### config.mk
export PLATFORM = sky130hd
export DESIGN_NAME = sram_controller
export DESIGN_NICKNAME = d
export VERILOG_FILES = /design/src/rtl/sram_controller_pkg.sv /design/src/rtl/sram_controller_wait_counter.sv /design/src/rtl/sram_controller.sv
export SDC_FILE = /design/constraint.sdc
export NUM_CORES = 1
export LEC_CHECK = 0
export ABC_AREA = 1
export ABC_CLOCK_PERIOD_IN_PS = 2700
export BUFFER_PORTS_ARGS = -buffer_cell sky130_fd_sc_hd__buf_2
export CELL_PAD_IN_SITES_DETAIL_PLACEMENT = 0
export CELL_PAD_IN_SITES_GLOBAL_PLACEMENT = 1
export CORE_ASPECT_RATIO = 0.75
export CORE_UTILIZATION = 39
export CTS_BUF_LIST = sky130_fd_sc_hd__clkbuf_16
export DETAILED_ROUTE_END_ITERATION = 8
export PLACE_DENSITY = 0.83
export RECOVER_POWER = 50
export SLEW_MARGIN = 20
export SYNTH_ARGS = -nofsm -noshare
export SYNTH_HDL_FRONTEND = slang
export SYNTH_SLANG_ARGS = --single-unit
### constraint.sdc
create_clock -name clk -period 2.7 [get_ports clk]
set_clock_uncertainty 0.15 [all_clocks]
set_input_delay 0 -clock clk [delete_from_list [all_inputs] [get_ports clk]]
set_output_delay 0 -clock clk [all_outputs]
set_load 0.01 [all_outputs]
### src/rtl/sram_controller_pkg.sv
// Shared widths, state encoding and the data-memory base offset for sram_controller.
// Address offset is enabled by defining MEM_ADDR_OFFSET_EN.
package sram_controller_pkg;

    localparam int WORD_WIDTH      = 32;
    localparam int SRAM_DATA_WIDTH = 16;
    localparam int SRAM_ADDR_WIDTH = 18;
    localparam int WORD_ADDR_WIDTH = SRAM_ADDR_WIDTH - 1;

    // Data memory is mapped at this byte address in the pipeline's view.
    localparam logic [WORD_WIDTH-1:0] MEM_ADDR_OFFSET = 32'd1024;

    typedef enum logic [1:0] {
        ST_IDLE = 2'd0,
        ST_LOW  = 2'd1,
        ST_HIGH = 2'd2,
        ST_DONE = 2'd3
    } state_t;

endpackage

### src/rtl/sram_controller_wait_counter.sv
// Clear/enable wait counter; tc flags the last cycle of a half-word access.
module sram_wait_counter #(
    parameter int WAIT_CYCLES = 2
) (
    input  logic clk,
    input  logic rst,
    input  logic clr,
    input  logic en,
    output logic tc
);

    localparam int CNT_W = (WAIT_CYCLES > 1) ? $clog2(WAIT_CYCLES) : 1;

    logic [CNT_W-1:0] count_reg;
    logic [CNT_W-1:0] count_next;

    always_comb begin
        count_next = count_reg;
        if (clr) begin
            count_next = '0;
        end else if (en) begin
            count_next = count_reg + CNT_W'(1);
        end
    end

    always_ff @(posedge clk or negedge rst) begin
        if (!rst) begin
            count_reg <= '0;
        end else begin
            count_reg <= count_next;
        end
    end

    assign tc = (count_reg == CNT_W'(WAIT_CYCLES - 1));

endmodule

### src/rtl/sram_controller.sv
// MEM-stage data memory responder: one 32-bit access as two 16-bit async SRAM accesses.
// Define MEM_ADDR_OFFSET_EN to subtract the 1024-byte data memory base from address.
module sram_controller
    import sram_controller_pkg::*;
#(
    parameter int WAIT_CYCLES = 2
) (
    input  logic                       clk,
    input  logic                       rst,
    input  logic                       wr_en,
    input  logic                       rd_en,
    input  logic [WORD_WIDTH-1:0]      address,
    input  logic [WORD_WIDTH-1:0]      write_data,
    output logic [WORD_WIDTH-1:0]      read_data,
    output logic                       ready,
    output logic [SRAM_ADDR_WIDTH-1:0] sram_addr,
    output logic [SRAM_DATA_WIDTH-1:0] sram_dq_out,
    output logic                       sram_dq_oe,
    input  logic [SRAM_DATA_WIDTH-1:0] sram_dq_in,
    output logic                       sram_we_n
);

    state_t                       state_reg;
    logic                         op_write_reg;
    logic [WORD_ADDR_WIDTH-1:0]   word_addr_reg;
    logic [SRAM_DATA_WIDTH-1:0]   wdata_hi_reg;
    logic [WORD_WIDTH-1:0]        eff_addr;
    logic [WORD_ADDR_WIDTH-1:0]   word_addr;
    logic                         request;
    logic                         busy;
    logic                         tc;
    logic                         unused_addr_bits;

`ifdef MEM_ADDR_OFFSET_EN
    assign eff_addr = address - MEM_ADDR_OFFSET;
`else
    assign eff_addr = address;
`endif

    // Byte lane bits and everything above the SRAM span are dropped, so addresses wrap.
    assign word_addr        = eff_addr[18:2];
    assign unused_addr_bits = ^{eff_addr[31:19], eff_addr[1:0]};

    assign request = wr_en | rd_en;
    assign busy    = (state_reg == ST_LOW) || (state_reg == ST_HIGH);
    assign ready   = (state_reg == ST_DONE) || ((state_reg == ST_IDLE) && !request);

    sram_wait_counter #(
        .WAIT_CYCLES (WAIT_CYCLES)
    ) u_wait_counter (
        .clk (clk),
        .rst (rst),
        .clr (tc || !busy),
        .en  (busy),
        .tc  (tc)
    );

    // SRAM pins are loaded on the edge that enters each half so they are stable for all of it.
    always_ff @(posedge clk or negedge rst) begin
        if (!rst) begin
            state_reg     <= ST_IDLE;
            op_write_reg  <= 1'b0;
            word_addr_reg <= '0;
            wdata_hi_reg  <= '0;
            read_data     <= '0;
            sram_addr     <= '0;
            sram_dq_out   <= '0;
            sram_dq_oe    <= 1'b0;
            sram_we_n     <= 1'b1;
        end else begin
            case (state_reg)
                ST_IDLE: begin
                    if (request) begin
                        op_write_reg  <= wr_en;
                        word_addr_reg <= word_addr;
                        wdata_hi_reg  <= write_data[31:16];
                        sram_addr     <= {word_addr, 1'b0};
                        if (wr_en) begin
                            sram_dq_out <= write_data[15:0];
                        end
                        sram_dq_oe    <= wr_en;
                        sram_we_n     <= ~wr_en;
                        state_reg     <= ST_LOW;
                    end
                end
                ST_LOW: begin
                    if (tc) begin
                        if (!op_write_reg) begin
                            read_data[15:0] <= sram_dq_in;
                        end else begin
                            sram_dq_out <= wdata_hi_reg;
                        end
                        sram_addr <= {word_addr_reg, 1'b1};
                        state_reg <= ST_HIGH;
                    end
                end
                ST_HIGH: begin
                    if (tc) begin
                        if (!op_write_reg) begin
                            read_data[31:16] <= sram_dq_in;
                        end
                        sram_dq_oe <= 1'b0;
                        sram_we_n  <= 1'b1;
                        state_reg  <= ST_DONE;
                    end
                end
                ST_DONE: begin
                    state_reg <= ST_IDLE;
                end
                default: begin
                    state_reg <= ST_IDLE;
                end
            endcase
        end
    end

endmodule

==> run metrics <==
max frequency around 0.47 GHz; worst min path class in2reg; wire per inst 12.67 um; setup bufs post-CTS 0; routability cong. 0.7739; register area share after synthesis a little under three fifths; die span in y 96.15 um; minimum clock period 2.143 ns; Combinational Power Share 42.6%; Slew headroom 11.24%; core area 11230 um^2; first-pass GRT wire length 18.17 mm; hold path endpoint wdata_hi_reg[15]; synth warn 0; Layout area overhead 36.86%; Crit path arrival time 2.26 ns; Pint 0.004236 W; cells on worst reg2reg path 8; worst skew pair latency 0.33 ns; number of global-route vias before repair between 3000 and 4000; Sink Count approximately 110; Post-Place Cells 825; Mapped Avg Cell Area 8.396 um^2; max_cap viols 0; Worst path max stage delay just over 0.4 ns; cell count after synthesis 549; antenna fix cells 0; reg-to-reg endpoint sram_addr[14]; Reg power frac between 30% and 40%; switch share 41.07%; cell row count 33; total grt overflow 0; share of cells above drive strength 1 13.60%; pin count of the biggest net entering global routing 55; RR Startpoint state_reg[0]; Via Count 4154; total negative slack 0 ns; DRT Pass-1 Iters 5; overall power 0.007189 W; clk root buf clkbuf_16; Worst Hold Depth 5; htree depth 3; hold slack 0.1181 ns; CTS tree built; Post-DP Area roughly 5400 um^2; Top-Level Pins 153; VDD IR max 0.4454 mV; Worst Path Required about 2.8 ns; most frequent cells in the layout nand2_1, dfrtp_1, o21ai_0; CTS resizes 0; Worst-path clk slew 0.07 ns; Final Hold Fails 0; Port Buf Inserts 137; most frequent cell on the critical path buf_4; Mapped Nets 639; Clock Path Buffers 2; CTS Buf Count 9; RSZ-0062 raised after global routing no; Final Non-Filler Cells 907; crit path launch type flip-flop; CP max stage cell dfrtp_1; synthesis-stage register bit count ~110; total wire length 11.50 mm; full die area between 10000 and 15000 um^2; reg2reg setup slack 0.56 ns; Psw 0.002953 W; NumNets Final 836; hpwl dp between 7 and 8 mm; Pleak approximately 3.3 nW; Clk pwr share 18.5%; cell-by-cell trace of the critical path inv_1 > ha_1 > buf_4 > nor2_2 > nor2_8 > buf_4 > nand3_1 > nand2_1; fillers 1110; initial antenna violation count 0; status complete, no violations; max reg flops 32; vias per inst between 4 and 5; most common cell after layout, fill and taps aside nand2_1; period utilization 79.38%; Final Cell Area 6309 um^2; CP Class reg2reg; Final ANT Viol Nets 0; Hold Startpoint rd_en; pwr dens 1140 nW/um^2; DRC viols 0; Post-Syn Area ~4600 um^2; Initial Util roughly two fifths; gr usage total between 10% and 20%; final setup violation count 0; count of cell types in the netlist 20; Critical Path End Type flip-flop; Least-Margin Pin Slew 1.331 ns; crit-path max FO 24; overall die width 127.5 um; DRT iter0 DRCs 208; Final Max Tran Viols 0
## logic make-up (layout without fill, tap and decap cells)
family	after synthesis	in the layout	share of synthesized area, %
buf+inv	74	275	7.220
flops	105	105	57.03
compound gates	70	70	7.601
simple gates	294	294	26.52
fa+ha+maj	6	6	1.629
## critical path: cells and delay by family (launching register included)
| kind | cells | cell delay (ns) |
|---|---|---|
| simple gates | 4 | 0.63 |
| fa+ha+maj | 1 | 0.20 |
| flops | 1 | 0.41 |
| buf+inv | 3 | 0.68 |
## worst max-delay path by stage
| stage | from | to | slack (ns) | cells after the start |
|---|---|---|---|---|
| 6_report | state_reg[0] | sram_addr[14] | 0.56 | 8 |
| 2_1_floorplan | state_reg[1] | sram_addr[10] | 1.04 | 10 |
| 4_1_cts | state_reg[0] | sram_addr[14] | 0.53 | 8 |
| 5_1_grt | rst | wdata_hi_reg[9] | 0.23 | 3 |
| 3_3_place_gp | state_reg[0] | sram_addr[15] | 0.65 | 8 |
| 3_5_place_dp | state_reg[0] | sram_addr[14] | 0.54 | 8 |
## synth_stat cells
cell,number,share of area (%)
nand2_1,229,19
dfrtp_1,104,56
o21ai_0,70,7.6
nand3_1,54,5.9
inv_1,43,3.5
buf_2,15,1.6
clkbuf_1,8,0.65
ha_1,6,1.6
buf_4,3,0.49
buf_6,3,0.73
nand2_2,2,0.27
nand2_4,2,0.49
nand4_1,2,0.27
nor2_1,2,0.16
dfstp_2,1,0.57
inv_2,1,0.081
inv_4,1,0.14
nor2_2,1,0.14
nor2_4,1,0.24
nor2_8,1,0.43
## per-layer routing
layer / share of wire [%] / vias to the layer above / track usage, % / wire length, um
li1: - / 2115 / - / -
met1: 46 / 1904 / 25.14 / 5292
met2: 48 / 123 / 32.15 / 5515
met3: 5.2 / 12 / 4.503 / 593
met4: 0.81 / 0 / 4.861 / 93
met5: 0 / - / 0 / 0
## stage by stage
stage	util (%)	worst slack (ns)
global placement	48.35	0.6457
floorplan	-	1.043
global route	56.17	0.2320
finish	56.17	0.5567
detailed placement	48.35	0.5425
CTS	57.01	0.5341
## power by group through the flow
| stage | clock network [W] | registers (W) | logic [W] |
|---|---|---|---|
| after floorplan | 0 | 0.00299 | 0.00196 |
| after global placement | 0 | 0.00276 | 0.00307 |
| after detailed placement | 0 | 0.00279 | 0.00316 |
| after CTS | 0.00138 | 0.00278 | 0.00324 |
| after global routing | 0.00145 | 0.00289 | 0.00351 |
| final | 0.00133 | 0.00280 | 0.00306 |
## cell type report
| type | instances | area (um^2) | area share [%] |
|---|---|---|---|
| Inverter | 45 | 171.4 | 2.717 |
| Tap cell | 157 | 196.4 | 3.114 |
| Clock inverter | 6 | 76.32 | 1.210 |
| Multi-Input combinational cell | 370 | 1650 | 26.16 |
| Sequential cell | 105 | 2629 | 41.67 |
| Clock buffer | 9 | 225.2 | 3.570 |
| Timing Repair Buffer | 215 | 1360 | 21.56 |
## timing repair
action / CTS / global route
hold endpoints to repair: 152 / 0
setup endpoints to repair: 0 / 0
hold buffers: 67 / 0
No activity file was read; power rests on OpenSTA's default activity.
